`config.mk`:
```
export PLATFORM = sky130hd
export DESIGN_NAME = lsu_initiator
export DESIGN_NICKNAME = d
export VERILOG_FILES = /design/src/rtl/lsu_initiator.sv
export SDC_FILE = /design/constraint.sdc
export NUM_CORES = 1
export LEC_CHECK = 0
export ABC_CLOCK_PERIOD_IN_PS = 7200
export BUFFER_PORTS_ARGS = -buffer_cell sky130_fd_sc_hd__buf_2
export CORE_MARGIN = 2
export CORE_UTILIZATION = 25
export DETAILED_ROUTE_END_ITERATION = 12
export GPL_ROUTABILITY_DRIVEN = 1
export PLACE_DENSITY = 0.52
export SLEW_MARGIN = 0
export SYNTH_ARGS = -nofsm -noshare
export SYNTH_HDL_FRONTEND = slang
export SYNTH_SLANG_ARGS = --single-unit
```
`constraint.sdc`:
```
create_clock -name clk -period 7.2 [get_ports clk]
set_input_delay 0 -clock clk [delete_from_list [all_inputs] [get_ports clk]]
set_output_delay 0 -clock clk [all_outputs]
set_load 0.01 [all_outputs]
```
`src/rtl/lsu_initiator.sv`:
```
`default_nettype none
// ============================================================================
// Module   : lsu_initiator
// Purpose  : CPU-side load/store unit. Takes one request at a time from the
//            execute stage, forms the effective address, screens it for
//            funct3 legality, alignment and address mapping, then sequences
//            a single-cycle store strobe or a one-cycle registered read on the
//            byte-lane data memory / MMIO port. It returns the load data or a
//            fault status on a valid/ready response channel.
// Ports    : clk, reset           - clock, synchronous active-high reset
//            req_*                - request channel (valid/ready, store flag,
//                                   funct3, base, offset, unshifted wdata)
//            resp_*               - response channel (valid/ready, rdata,
//                                   misaligned / illegal flags)
//            mem_*                - memory port (write strobe, funct3,
//                                   write/read address, write data, read data)
//            load_count, store_count, fault_count
//                                 - completed-response counters, present only
//                                   when LSU_PERF_CNT_EN is defined
// Options  : LSU_PERF_CNT_EN      - adds the performance counter outputs
// Revision : 1.0 - initial release
// ============================================================================
module lsu_initiator #(
    parameter int RAM_ADDR_BITS = 13
) (
    input  logic        clk,
    input  logic        reset,
    input  logic        req_valid,
    output logic        req_ready,
    input  logic        req_store,
    input  logic [2:0]  req_funct3,
    input  logic [31:0] req_base,
    input  logic [31:0] req_offset,
    input  logic [31:0] req_wdata,
    output logic        resp_valid,
    input  logic        resp_ready,
    output logic [31:0] resp_rdata,
    output logic        resp_misaligned,
    output logic        resp_illegal,
    output logic        mem_write_mem,
    output logic [2:0]  mem_funct3,
    output logic [31:0] mem_write_address,
    output logic [31:0] mem_write_data,
    output logic [31:0] mem_read_address,
    input  logic [31:0] mem_read_data
`ifdef LSU_PERF_CNT_EN
    ,
    output logic [31:0] load_count,
    output logic [31:0] store_count,
    output logic [31:0] fault_count
`endif
);

    localparam int UPPER_W = 32 - RAM_ADDR_BITS;

    typedef enum logic [1:0] {
        ST_IDLE    = 2'd0,
        ST_ISSUE   = 2'd1,
        ST_CAPTURE = 2'd2,
        ST_RESP    = 2'd3
    } state_t;

    state_t      state_q, state_d;
    logic [31:0] addr_q, addr_d;
    logic [2:0]  funct3_q, funct3_d;
    logic        store_q, store_d;
    logic [31:0] wdata_q, wdata_d;
    logic [31:0] rdata_q, rdata_d;
    logic        mis_q, mis_d;
    logic        ill_q, ill_d;

    // Request screening, evaluated on the live request in the accept cycle
    logic [31:0]        w_addr;
    logic [UPPER_W-1:0] w_upper;
    logic               w_mapped;
    logic               w_bad_funct3;
    logic               w_misaligned;

    assign w_addr   = req_base + req_offset;
    assign w_upper  = w_addr[31:RAM_ADDR_BITS];
    // RAM sits at the bottom of the map, MMIO at the very top
    assign w_mapped = (w_upper == '0) || (&w_upper);

    // Stores only have SB/SH/SW; loads lack 011, 110 and 111
    assign w_bad_funct3 = req_store ? (req_funct3 > 3'b010)
                                    : ((req_funct3 == 3'b011) || (req_funct3[2:1] == 2'b11));

    // Width is carried in funct3[1:0] for both signed and unsigned forms
    assign w_misaligned = ((req_funct3[1:0] == 2'b10) && (w_addr[1:0] != 2'b00))
                       || ((req_funct3[1:0] == 2'b01) && w_addr[0]);

`ifdef LSU_PERF_CNT_EN
    logic [31:0] load_cnt_q, load_cnt_d;
    logic [31:0] store_cnt_q, store_cnt_d;
    logic [31:0] fault_cnt_q, fault_cnt_d;
`endif

    always_comb begin
        state_d  = state_q;
        addr_d   = addr_q;
        funct3_d = funct3_q;
        store_d  = store_q;
        wdata_d  = wdata_q;
        rdata_d  = rdata_q;
        mis_d    = mis_q;
        ill_d    = ill_q;
`ifdef LSU_PERF_CNT_EN
        load_cnt_d  = load_cnt_q;
        store_cnt_d = store_cnt_q;
        fault_cnt_d = fault_cnt_q;
`endif
        case (state_q)
            ST_IDLE: begin
                if (req_valid) begin
                    addr_d   = w_addr;
                    funct3_d = req_funct3;
                    store_d  = req_store;
                    wdata_d  = req_wdata;
                    rdata_d  = 32'd0;
                    mis_d    = w_misaligned;
                    ill_d    = w_bad_funct3 || !w_mapped;
                    // Faulted requests skip the memory port entirely
                    if (w_misaligned || w_bad_funct3 || !w_mapped) begin
                        state_d = ST_RESP;
                    end else begin
                        state_d = ST_ISSUE;
                    end
                end
            end
            ST_ISSUE: begin
                state_d = store_q ? ST_RESP : ST_CAPTURE;
            end
            ST_CAPTURE: begin
                // Memory read data is valid the cycle after the address
                rdata_d = mem_read_data;
                state_d = ST_RESP;
            end
            ST_RESP: begin
                if (resp_ready) begin
                    state_d = ST_IDLE;
`ifdef LSU_PERF_CNT_EN
                    if (mis_q || ill_q) begin
                        fault_cnt_d = fault_cnt_q + 32'd1;
                    end else if (store_q) begin
                        store_cnt_d = store_cnt_q + 32'd1;
                    end else begin
                        load_cnt_d = load_cnt_q + 32'd1;
                    end
`endif
                end
            end
            default: state_d = ST_IDLE;
        endcase
    end

    always_ff @(posedge clk) begin
        if (reset) begin
            state_q  <= ST_IDLE;
            addr_q   <= 32'd0;
            funct3_q <= 3'd0;
            store_q  <= 1'b0;
            wdata_q  <= 32'd0;
            rdata_q  <= 32'd0;
            mis_q    <= 1'b0;
            ill_q    <= 1'b0;
`ifdef LSU_PERF_CNT_EN
            load_cnt_q  <= 32'd0;
            store_cnt_q <= 32'd0;
            fault_cnt_q <= 32'd0;
`endif
        end else begin
            state_q  <= state_d;
            addr_q   <= addr_d;
            funct3_q <= funct3_d;
            store_q  <= store_d;
            wdata_q  <= wdata_d;
            rdata_q  <= rdata_d;
            mis_q    <= mis_d;
            ill_q    <= ill_d;
`ifdef LSU_PERF_CNT_EN
            load_cnt_q  <= load_cnt_d;
            store_cnt_q <= store_cnt_d;
            fault_cnt_q <= fault_cnt_d;
`endif
        end
    end

    assign req_ready       = (state_q == ST_IDLE);
    assign resp_valid      = (state_q == ST_RESP);
    assign resp_rdata      = rdata_q;
    assign resp_misaligned = mis_q;
    assign resp_illegal    = ill_q;

    // Gated by the raw reset so a reset landing in ISSUE cancels the write
    assign mem_write_mem     = (state_q == ST_ISSUE) && store_q && !reset;
    assign mem_funct3        = funct3_q;
    assign mem_write_address = addr_q;
    assign mem_read_address  = addr_q;
    assign mem_write_data    = wdata_q;

`ifdef LSU_PERF_CNT_EN
    assign load_count  = load_cnt_q;
    assign store_count = store_cnt_q;
    assign fault_count = fault_cnt_q;
`endif

endmodule
`default_nettype wire

```
* Word level (Yosys, flattened, before mapping)
Cells that the tools add are included.
Storage, ports and cells: word-level logic and storage cells 47, input port bits 136, output and inout port bits 136, flip-flop bits (word level) 104
Operators by class: equal/unequal tests 9, magnitude comparators 1, muxes and demuxes 8, reduce and logical (&&, ||, !) cells 20, add/subtract/negate cells 1
Operators with widths (number):
- $pmux W32 S2 | 1
- $add A32 B32 Y32 | 1
- $mux W32 | 1
- $logic_not A19 Y1 | 1
- $reduce_and A19 Y1 | 1
- $eq A2 B2 Y1 const B | 4
- $pmux W2 S4 | 1
- $logic_or A1 B1 Y1 | 6
- $mux W2 | 3
- $reduce_and A2 Y1 | 3
- $eq A2 B1 Y1 const B | 2
- $logic_and A1 B1 Y1 | 4
- $reduce_bool A2 Y1 | 2
- $eq A3 B2 Y1 const B | 1
- $gt A3 B2 Y1 const B | 1
- $logic_not A1 Y1 | 2
- $logic_not A2 Y1 | 1
- $mux W1 | 2
- $ne A2 B1 Y1 const B | 1
- $ne A2 B2 Y1 const B | 1

* Depth between registers and ports, before layout
Gate-level depths: netlist of run 1.
depth after elaboration 9, gate-level depth with buffers 13

* Worst setup path after synthesis of run 1
OpenSTA, ideal clock, no wires.
path type input -> register, start in req_base[0], end reg state_q[1], cell stages on the path 13, required time 7055 ps, arrival 2718 ps, path slack 4337 ps, library setup time 145 ps, buffers on the path 0, path through ha_1 fa_1 a21o_1 a221oi_2 o31ai_2 a211oi_4 xnor2_1 or4_1 nor4_1 and4_1 nand4_1 o41ai_2 a41oi_1
Between the ends: longest elaborated chain between the ends 9, elaborated cells on any way between the ends 14, classes of those cells 1 x add/sub; 3 x mux; 10 x reduce/logical
RTL lines:
- start: declaration | RTL line 32 | input logic [31:0] req_base,
- $add A32 B32 Y32 * | RTL line 79 | assign w_addr = req_base + req_offset;
- parallel branches: the longest is 4 deep, another holds $logic_not A19 Y1
- $logic_or A1 B1 Y1 * | RTL line 123 | if (w_misaligned || w_bad_funct3 || !w_mapped) begin
- $mux W2 * | RTL line 123
- $mux W2 * | RTL line 114 | if (req_valid) begin
- $pmux W2 S4 * | RTL line 112 | case (state_q)
- end signal: assignment | RTL line 172 | state_q <= state_d;
- end: declaration | RTL line 63 | state_t state_q, state_d;
Every way passes the cells marked *. The select of a mux whose other input is x is not followed. A chain may end at the register's enable or synchronous reset.

* Worst setup path in the final report of run 1
Same ends and word-level chain as after synthesis.

==> impl_metrics.yaml, run 1 <==
run_status:
  outcome: "finished clean"
global_route:
  grt_pass1_vias: 5734
  overflow: 0
  maximum_number_of_pins_on_one_net_before_global_route_repair: 61
  antenna_found_initial: 0
  grt_pass1_wl_um: 29800
  gr-usage-all-layers: 0.153
clock_tree:
  numClockSinks: 104
  postCtsSetupBuffers: 0
  cts_hold_buf: 68
  post_cts.resized_instances: 0
  clkSlewWorstSetupHoldPaths_ns: 0.07
  htreeDepth: 3
  clk-insertion-delay-late_ns: 0.35
  cts_root_buf: "sky130_fd_sc_hd__clkbuf_16"
  tritoncts: "done"
  tritoncts.num_buffers: 9
  ctsLongestPathBuffers: 2
worst_setup_path:
  path_max_fanout: 3
  timing.setup.critical_path_class: "input pin to flip-flop"
  reg2reg_setup_slack_ns: 4.76
  critPathCaptureType: "flip-flop"
  cp_data_arrival_time_ns: 3.15
  timing.critical_path.required_ns: 7.40
  timing.critical_path.from_type: "input pin"
timing:
  finalSetupViolCount: 0
  timing.max_slew.rel_slack: 0.498
  hold_viol_final: 0
  holdWs_ns: 0.108
  layout_min_cycle_time_ns: 2.95
  final_min_period_over_clock_period: 0.410
  skew_ns: 0.00996
  final_setup_tns_ns: 0
  fmax_mhz: 339
  slew_violations: 0
  worst_pin_slew_ns: 0.751
  grt_setup_unrepaired: "false"
power_and_ir_drop:
  power.ir.vdd_worst_uv: 141
  pwr_density_cell_mw_per_mm2: 264
  switching_power_uw: 872
  combinationalPowerShare: 0.422
  leakagePower_uw: 0.00385
  netSwitchingFraction: 0.402
  pwr-share-clk: 0.225
  cell_internal_pwr_uw: 1290
  part_of_the_power_in_registers: 0.353
floorplanning:
  coreArea_sq_mm: 0.0228
  floorplan.initialDensity: 0.257
  die_y_um: 157
  die-area_sq_mm: 0.0246
  num_rows: 55
  die_x_extent_um: 157
  ports: 272
route:
  first_iter_violations: 419
  vias: 6189
  ant_nets: 0
  drc: 0
  detailed_routing_iteration_count_for_the_pre_antenna_repair_pass: 5
  totalWireLength_um: 19600
  vias_per_cell: 4.57
  route.detailed.wl_per_inst_um: 14.5
worst_hold_path:
  worst_hold_path_type: "input pin to flip-flop"
logic_synthesis:
  synth_area_sq_mm: 0.00585
  syn_area_per_cell_sq_um: 7.75
  synth_edf_count: 0
  post_synth_num_cell_types: 61
  yosysSeqAreaShare: 0.356
  dominantRegCellSynth: "sky130_fd_sc_hd__dfxtp_1"
  synth.ff_latch_count: 104
  async_flop_share: 0
  syn_inst: 755
  synth_warnings: 0
  synth_nets: 927
place:
  port_buffers: 271
  place.detailed.hpwl_um: 14500
  place_congestion: 0.909
  placed_area_sq_mm: 0.00725
cells_and_area:
  fillerInstances: 2409
  syn_to_final_growth_pct: 40.6
  fin_area_sq_mm: 0.00822
  fin_nets: 1208
  final_core_utilization: 0.361
  drive_above_1_share: 0.292
run:
  drv.max_cap_violation_count: 0
==> cells by family after synthesis <==
family | after synthesis | share of synthesized area
adder cells (fa/ha/maj) | 36 | 0.0783
buffers and inverters | 86 | 0.0772
multiplexers | 1 | 0.00171
flip-flops | 104 | 0.356
AO/OA/AOI/OAI | 218 | 0.240
AND/OR/NAND/NOR | 281 | 0.202
XOR/XNOR | 29 | 0.0447
==> cell type report <==
cell class	count	area, sq um	area share
multi-input cells	565	3330	0.405
flip-flops and latches	104	2080	0.253
repair buffers	344	2080	0.253
well taps	313	392	0.0476
clock buffers	9	225	0.0274
clock inverters	7	66.3	0.00807
inverters	12	45.0	0.00548
diodes	1	2.50	0.000304
==> state kept, by name (all words and copies together) (netlist names) <==
register / flops
resp_illegal: 1
mem_funct3: 3
state_q: 2
mem_read_address: 32
mem_write_data: 32
store_q: 1
resp_rdata: 32
resp_misaligned: 1
==> metal layers <==
metal  up-vias  track usage  share of wire
li1       3179            -              -
met4         0       0.0463          0.019
met3        18       0.0284          0.062
met5         -            0              0
met1      2778        0.196           0.45
met2       214        0.258           0.46
==> stage by stage <==
step | worst slack [ns] | total power, uW | instances
detailed placement | 3.83 | 1670 | 1270
global placement | 3.89 | 1670 | 1270
global route | 4.05 | 2340 | 1354
finish | 4.25 | 2170 | 1355
CTS | 4.20 | 2210 | 1354
floorplan | 4.34 | 1370 | 755
==> layout by cell type, fill, tap and decap left out, drive strengths merged, types with 2 or more instances in the layout <==
master	Yosys	final
dlygate4sd3	0	68
o211ai	2	2
a21boi	2	2
o21a	3	3
and2	3	3
nand4	6	6
and3	6	6
dfxtp	104	104
o41ai	3	3
o31ai	3	3
o21bai	3	3
nand2b	2	2
a21oi	99	99
xnor2	19	19
a21o	15	15
a31oi	5	5
a311o	2	2
a22oi	35	35
buf	40	276
a221o	2	2
nor4	6	6
o21ai	17	17
a211oi	14	14
nand3	10	10
nor2b	4	4
nor2	75	75
or3	2	2
nor3	8	8
clkinv	0	3
xor2	10	10
inv	12	15
clkbuf	34	9
nand2	151	151
nor3b	2	2
ha	35	35
==> cell usage after synthesis, types with 2 or more instances <==
library cell,instances,share of area
sky130_fd_sc_hd__nand2_1,151,0.097
sky130_fd_sc_hd__dfxtp_1,104,0.36
sky130_fd_sc_hd__a21oi_1,99,0.085
sky130_fd_sc_hd__nor2_1,75,0.048
sky130_fd_sc_hd__a22oi_1,35,0.045
sky130_fd_sc_hd__ha_1,35,0.075
sky130_fd_sc_hd__clkbuf_1,34,0.022
sky130_fd_sc_hd__buf_4,33,0.042
sky130_fd_sc_hd__xnor2_1,18,0.027
sky130_fd_sc_hd__a21o_1,15,0.019
sky130_fd_sc_hd__a211oi_1,13,0.017
sky130_fd_sc_hd__inv_1,12,0.0077
sky130_fd_sc_hd__o21ai_0,12,0.010
sky130_fd_sc_hd__nand3_1,10,0.0086
sky130_fd_sc_hd__xor2_1,10,0.015
sky130_fd_sc_hd__nor3_1,8,0.0068
sky130_fd_sc_hd__and3_1,6,0.0064
sky130_fd_sc_hd__nand4_1,6,0.0064
sky130_fd_sc_hd__nor4_1,6,0.0064
sky130_fd_sc_hd__a31oi_1,5,0.0053
sky130_fd_sc_hd__o21ai_1,5,0.0043
sky130_fd_sc_hd__buf_2,4,0.0034
sky130_fd_sc_hd__nor2b_1,4,0.0043
sky130_fd_sc_hd__and2_1,3,0.0032
sky130_fd_sc_hd__buf_1,3,0.0019
sky130_fd_sc_hd__o21a_1,3,0.0039
sky130_fd_sc_hd__o21bai_1,3,0.0039
sky130_fd_sc_hd__a21boi_1,2,0.0026
sky130_fd_sc_hd__a221o_1,2,0.0034
sky130_fd_sc_hd__a311o_1,2,0.0034
sky130_fd_sc_hd__nand2b_1,2,0.0021
sky130_fd_sc_hd__nor3b_1,2,0.0026
sky130_fd_sc_hd__o211ai_1,2,0.0026
sky130_fd_sc_hd__o31ai_1,2,0.0026
sky130_fd_sc_hd__o41ai_1,2,0.0030
sky130_fd_sc_hd__or3_1,2,0.0021
==> power groups by stage <==
| stage | clock (uW) | sequential [uW] | combinational (uW) |
|---|---|---|---|
| 5_1_grt | 535 | 779 | 1020 |
| 6_report | 488 | 764 | 915 |
| 3_3_place_gp | 0 | 775 | 896 |
| 2_1_floorplan | 0 | 820 | 553 |
| 3_5_place_dp | 0 | 778 | 896 |
| 4_1_cts | 514 | 766 | 927 |
==> critical path, cell delays in order <==
cell                      delay (ns)
sky130_fd_sc_hd__buf_2          0.10
sky130_fd_sc_hd__ha_1           0.23
sky130_fd_sc_hd__fa_1           0.42
sky130_fd_sc_hd__a21o_1         0.23
sky130_fd_sc_hd__a221o_1        0.35
sky130_fd_sc_hd__nand3_1        0.13
sky130_fd_sc_hd__nand3_1        0.10
sky130_fd_sc_hd__xnor2_1        0.19
sky130_fd_sc_hd__or4_1          0.54
sky130_fd_sc_hd__nor4_1         0.25
sky130_fd_sc_hd__and4_1         0.23
sky130_fd_sc_hd__nand4_1        0.11
sky130_fd_sc_hd__o41ai_2        0.11
sky130_fd_sc_hd__a41oi_1        0.17
==> path summary, 6_finish.rpt <==
kind                                    from                                to  depth (start not counted)
max                              req_base[0]           state_q[1]$_SDFFE_PP0P_                         14
min                                    reset       resp_rdata[23]$_SDFFE_PP0P_                          2
max reg2reg          state_q[1]$_SDFFE_PP0P_  mem_read_address[2]$_SDFFE_PP0P_                          7
min reg2reg  mem_write_data[12]$_SDFFE_PP0P_   mem_write_data[12]$_SDFFE_PP0P_                          2
(Power assumes the default switching activity.)
==> inputs of run 2 (changes only) <==
--- a/config.mk
+++ b/config.mk
@@ -5,13 +5,13 @@
 export SDC_FILE = /design/constraint.sdc
 export NUM_CORES = 1
 export LEC_CHECK = 0
-export ABC_CLOCK_PERIOD_IN_PS = 7200
+export ABC_CLOCK_PERIOD_IN_PS = 2700
 export BUFFER_PORTS_ARGS = -buffer_cell sky130_fd_sc_hd__buf_2
 export CORE_MARGIN = 2
 export CORE_UTILIZATION = 25
 export DETAILED_ROUTE_END_ITERATION = 12
 export GPL_ROUTABILITY_DRIVEN = 1
-export PLACE_DENSITY = 0.52
+export PLACE_DENSITY = 0.54
 export SLEW_MARGIN = 0
 export SYNTH_ARGS = -nofsm -noshare
 export SYNTH_HDL_FRONTEND = slang
==> constraint.sdc (replaced) <==
create_clock -name clk -period 2.7 [get_ports clk]
set_input_delay 0 -clock clk [delete_from_list [all_inputs] [get_ports clk]]
set_output_delay 0 -clock clk [all_outputs]
set_load 0.01 [all_outputs]
==> run 2 against run 1 <==
Against the previous run:
- the run now ends with setup timing left
- power rose to 2.8 times the previous value
- combinational power rose to 3.1 times the previous value
- setup slack got worse by 4.3 ns
- cell count rose by 8.9%
- final area rose by 13%
- sequential power rose to 2.7 times the previous value
- global-route usage rose by 0.92 points
==> impl_metrics.yaml, run 2 (same netlist as run 1, synthesis figures left out) <==
run_status:
  outcome: "finished with violations"
  violations: "setup timing"
timing:
  worst_pin_slew_ns: 0.910
  hold_viol_final: 0
  skew_ns: 0.00989
  final_setup_tns_ns: -0.0103
  finalSetupViolCount: 1
  fmax_mhz: 369
  timing.final.ws_setup_ns: -0.0103
  final_min_period_over_clock_period: 1.00
  grt_setup_unrepaired: "true"
  layout_min_cycle_time_ns: 2.71
  timing.max_slew.rel_slack: 0.393
  slew_violations: 0
global_route:
  antenna_found_initial: 0
  maximum_number_of_pins_on_one_net_before_global_route_repair: 81
  grt_pass1_vias: 6288
  overflow: 0
  gr-usage-all-layers: 0.162
  grt_pass1_wl_um: 31600
place:
  place_congestion: 0.871
  port_buffers: 271
  place.detailed.instances: 1391
  place.detailed.hpwl_um: 15400
run:
  drv.max_cap_violation_count: 0
route:
  detailed_routing_iteration_count_for_the_pre_antenna_repair_pass: 4
  ant_nets: 0
  drc: 0
  totalWireLength_um: 20900
  first_iter_violations: 335
  vias: 6714
  route.detailed.wl_per_inst_um: 14.1
  vias_per_cell: 4.55
clock_tree:
  tritoncts: "done"
  cts_root_buf: "sky130_fd_sc_hd__clkbuf_16"
  tritoncts.num_buffers: 9
  clkSlewWorstSetupHoldPaths_ns: 0.08
  ctsLongestPathBuffers: 2
  numClockSinks: 104
  htreeDepth: 3
  clk-insertion-delay-late_ns: 0.35
cells_and_area:
  area.sequential_sq_mm: 0.00208
  diodes: 0
  syn_to_final_growth_pct: 58.6
  fillerInstances: 2326
  total_area_of_multi_input_combinational_cells_sq_mm: 0.00346
  fin_nets: 1330
  layout.cells.most_common_list: "268 x sky130_fd_sc_hd__buf_2, 149 x sky130_fd_sc_hd__nand2_1, 128 x sky130_fd_sc_hd__buf_4, 104 x sky130_fd_sc_hd__dfxtp_1, 97 x sky130_fd_sc_hd__a21oi_1"
  layout.cells.most_common: "sky130_fd_sc_hd__buf_2"
  drive_above_1_share: 0.383
  fin_cells: 1476
floorplanning:
  coreArea_sq_mm: 0.0228
  die_x_extent_um: 157
  ports: 272
  floorplan.initialDensity: 0.257
  num_rows: 55
  die_y_um: 157
  die-area_sq_mm: 0.0246
power_and_ir_drop:
  leakagePower_uw: 0.00449
  pwr_density_cell_mw_per_mm2: 662
  power.ir.vdd_worst_uv: 366
worst_setup_path:
  cp_data_arrival_time_ns: 2.92
  timing.critical_path.required_ns: 2.90
  timing.critical_path.from_type: "input pin"
  path_max_fanout: 4
  critPathCaptureType: "flip-flop"
  timing.setup.critical_path_class: "input pin to flip-flop"
worst_hold_path:
  worst_hold_path_type: "input pin to flip-flop"
-- run 2: routing by layer --
| metal | global-route usage | share of wire | up-vias |
|---|---|---|---|
| li1 | - | - | 3425 |
| met1 | 0.197 | 0.44 | 3069 |
| met2 | 0.289 | 0.49 | 205 |
| met3 | 0.0308 | 0.059 | 15 |
| met4 | 0.0437 | 0.011 | 0 |
| met5 | 0 | 0 | - |
-- run 2: critical path: stages --
cell	delay (ns)
sky130_fd_sc_hd__buf_2	0.10
sky130_fd_sc_hd__ha_1	0.35
sky130_fd_sc_hd__buf_4	0.16
sky130_fd_sc_hd__a21oi_1	0.18
sky130_fd_sc_hd__o21ai_1	0.13
sky130_fd_sc_hd__a221o_1	0.41
sky130_fd_sc_hd__o41ai_1	0.44
sky130_fd_sc_hd__nor2_1	0.14
sky130_fd_sc_hd__a2111oi_2	0.37
sky130_fd_sc_hd__and4_1	0.25
sky130_fd_sc_hd__nand4_1	0.15
sky130_fd_sc_hd__o41ai_4	0.09
sky130_fd_sc_hd__a41oi_1	0.15
-- run 2: worst paths after layout --
path | from | to | slack (ns) | cells after the start
max reg2reg | state_q[1]$_SDFFE_PP0P_ | mem_write_data[16]$_SDFFE_PP0P_ | 0.64 | 6
min reg2reg | mem_write_data[23]$_SDFFE_PP0P_ | mem_write_data[23]$_SDFFE_PP0P_ | 0.45 | 2
min | req_offset[0] | mem_read_address[0]$_SDFFE_PP0P_ | 0.06 | 4
max | req_base[16] | state_q[1]$_SDFFE_PP0P_ | -0.01 | 13
-- run 2: layout make-up --
cell class              instances  share of cell area
clock buffers                  10              0.0258
well taps                     313              0.0422
flip-flops and latches        104               0.224
clock inverters                 6             0.00540
multi-input cells             565               0.373
inverters                      12             0.00486
repair buffers                466               0.324
-- run 2: timing repair --
item                                    in CTS  in global routing
gates resized for setup                      7                 18
endpoints found under the setup margin       2                  4
endpoints found under the hold margin       68                  0
hold buffers                                68                  0
setup buffers                                1                  0
pin swaps                                    3                  6
-- run 2: power by group --
part | total [uW] | internal (uW) | switching, uW
Sequential | 2040 | 1850 | 195
Combinational | 2820 | 1220 | 1590
Clock | 1280 | 664 | 619
Total | 6140 | 3730 | 2410
-- run 2: metrics by stage --
step | area (sq um) | utilization | setup slack, ns | total power (uW) | hold WS [ns]
3_3_place_gp | 8170 | 0.359 | -0.462 | 4770 | 0.241
3_5_place_dp | 8170 | 0.359 | -0.437 | 4780 | 0.247
2_1_floorplan | 5860 | - | 0.00209 | 3660 | 0.136
6_report | 9280 | 0.407 | -0.0103 | 6140 | 0.0649
4_1_cts | 9190 | 0.403 | -0.0422 | 6200 | 0.0744
5_1_grt | 9280 | 0.407 | -0.0935 | 6600 | 0.0628
==> inputs of run 3 (changes only) <==
--- a/config.mk
+++ b/config.mk
@@ -16,3 +16,4 @@
 export SYNTH_ARGS = -nofsm -noshare
 export SYNTH_HDL_FRONTEND = slang
 export SYNTH_SLANG_ARGS = --single-unit
+export TNS_END_PERCENT = 20
==> run 3 against run 2 <==
Against the previous run:
- the flow still finishes with violations (setup timing)
- fmax is 2.7% lower
- critical path depth rose by 2
- non-clock buffer count shrank 1
- global-route usage is essentially flat
- cell count barely moved
- sequential share of layout area about the same
- via count barely moved
- largest cell class unchanged
==> impl_metrics.yaml, run 3 (same netlist as run 1, synthesis figures left out) <==
floorplanning:
  floorplan.initialDensity: 0.257
  die-area_sq_mm: 0.0246
  coreArea_sq_mm: 0.0228
  die_x_extent_um: 157
  die_y_um: 157
  ports: 272
  num_rows: 55
route:
  totalWireLength_um: 20900
  vias: 6711
  vias_per_cell: 4.55
  detailed_routing_iteration_count_for_the_pre_antenna_repair_pass: 4
  first_iter_violations: 351
  drc: 0
  route.detailed.wl_per_inst_um: 14.1
  ant_nets: 0
place:
  place.detailed.hpwl_um: 15400
  place_congestion: 0.871
  port_buffers: 271
worst_setup_path:
  cp_data_arrival_time_ns: 2.99
  reg2reg_setup_slack_ns: 0.63
  timing.critical_path.from_type: "input pin"
  path_max_fanout: 5
  timing.critical_path.required_ns: 2.91
  critPathSlowestCell: "sky130_fd_sc_hd__a2111oi_1"
  critPathCaptureType: "flip-flop"
  timing.critical_path.mode_cell: "sky130_fd_sc_hd__buf_4"
  crit_chain: "buf_2 -> ha_1 -> buf_4 -> nand2_1 -> o21ai_0 -> a211oi_1 -> buf_4 -> a21oi_1 -> o21a_1 -> or3_1 -> a2111oi_1 -> and4_1 -> nand4_1 -> o41ai_4 -> a41oi_1"
  timing.setup.critical_path_class: "input pin to flip-flop"
  crit_path_max_incr_delay_ns: 0.46
cells_and_area:
  syn_to_final_growth_pct: 58.3
  fin_nets: 1329
  drive_above_1_share: 0.378
  final_core_utilization: 0.406
  diodes: 0
  layout.cells.most_common: "sky130_fd_sc_hd__buf_2"
  layout.cells.most_common_list: "268 x sky130_fd_sc_hd__buf_2, 150 x sky130_fd_sc_hd__nand2_1, 127 x sky130_fd_sc_hd__buf_4, 104 x sky130_fd_sc_hd__dfxtp_1, 98 x sky130_fd_sc_hd__a21oi_1"
global_route:
  maximum_number_of_pins_on_one_net_before_global_route_repair: 81
  grt_pass1_wl_um: 31600
  antenna_found_initial: 0
  grt_pass1_vias: 6278
  grt.busiest_layer: "met2"
  overflow: 0
  grt_util_met3: 0.0308
  gr-usage-all-layers: 0.162
  met1_usage: 0.197
  grt_use_met2: 0.289
run:
  drv.max_cap_violation_count: 0
run_status:
  outcome: "finished with violations"
  violations: "setup timing"
timing:
  grt_setup_unrepaired: "true"
  layout_min_cycle_time_ns: 2.78
  hold_viol_final: 0
  finalSetupViolCount: 2
  worst_pin_slew_ns: 0.904
  final_setup_tns_ns: -0.124
  final_min_period_over_clock_period: 1.03
  fmax_mhz: 359
  holdWs_ns: 0.0610
  slew_violations: 0
  timing.max_slew.rel_slack: 0.398
  skew_ns: 0.00975
  timing.final.ws_setup_ns: -0.0844
clock_tree:
  ctsLongestPathBuffers: 2
  numClockSinks: 104
  cts_root_buf: "sky130_fd_sc_hd__clkbuf_16"
  clk-insertion-delay-late_ns: 0.35
  clkSlewWorstSetupHoldPaths_ns: 0.08
  htreeDepth: 3
  tritoncts: "done"
  tritoncts.num_buffers: 9
  postCtsSetupBuffers: 0
power_and_ir_drop:
  pwr_density_cell_mw_per_mm2: 662
  leakagePower_uw: 0.00448
  power.ir.vdd_worst_uv: 365
worst_hold_path:
  worst_hold_path_type: "input pin to flip-flop"
==> run 3: cell count changes in the layout (fill, tap and decap cells not counted), sizes merged <==
cell,previous run,this run
buf,398,397
==> run 3: cell type report <==
| cell class | instances | area (sq um) |
|---|---|---|
| clock buffer | 10 | 239 |
| sequential | 104 | 2080 |
| tap | 313 | 392 |
| inverter | 12 | 45.0 |
| fill | 2325 | 13500 |
| clock inverter | 6 | 50.0 |
| multi-input combinational | 565 | 3450 |
| timing repair buffer | 465 | 3000 |
==> run 3: metal layers <==
metal  vias up  part of all wire
met3        15             0.057
met5         -                 0
met4         0             0.012
met1      3060              0.45
met2       213              0.48
li1       3423                 -
==> run 3: where the power goes <==
group          leakage, uW  internal, uW  switching [uW]
combinational      0.00349          1220            1580
clock             0.000141           664             622
sequential        0.000850          1850             195
total              0.00448          3730            2400
==> run 3: what timing repair did <==
item                       CTS  global route
hold endpoints to repair    68             0
gates resized for setup      4            16
hold buffers                68             0
gates cloned                 0             0
pin swaps                    1            14
setup endpoints to repair    2             4
==> run 3: path summary, 6_finish.rpt <==
check                                   from  cells after the start                          endpoint
min reg2reg  mem_write_data[23]$_SDFFE_PP0P_                      2   mem_write_data[23]$_SDFFE_PP0P_
max reg2reg          state_q[1]$_SDFFE_PP0P_                      6   mem_write_data[16]$_SDFFE_PP0P_
max                             req_base[11]                     15           state_q[1]$_SDFFE_PP0P_
min                              req_base[0]                      4  mem_read_address[0]$_SDFFE_PP0P_
==> run 3: stage by stage <==
step	instance area, sq um	std cells	setup WS (ns)	total power (uW)
final	9260	1475	-0.0844	6130
after global routing	9260	1475	-0.241	6580
after floorplan	5860	755	0.00209	3660
after global placement	8170	1391	-0.462	4770
after CTS	9170	1475	-0.0541	6200
after detailed placement	8170	1391	-0.437	4780
==> run 3: worst max-delay path, delay by kind of cell <==
family / cells / cell delay [ns]
fa+ha+maj: 1 / 0.35
buf+inv: 3 / 0.42
simple gates: 4 / 0.89
compound gates: 7 / 1.33
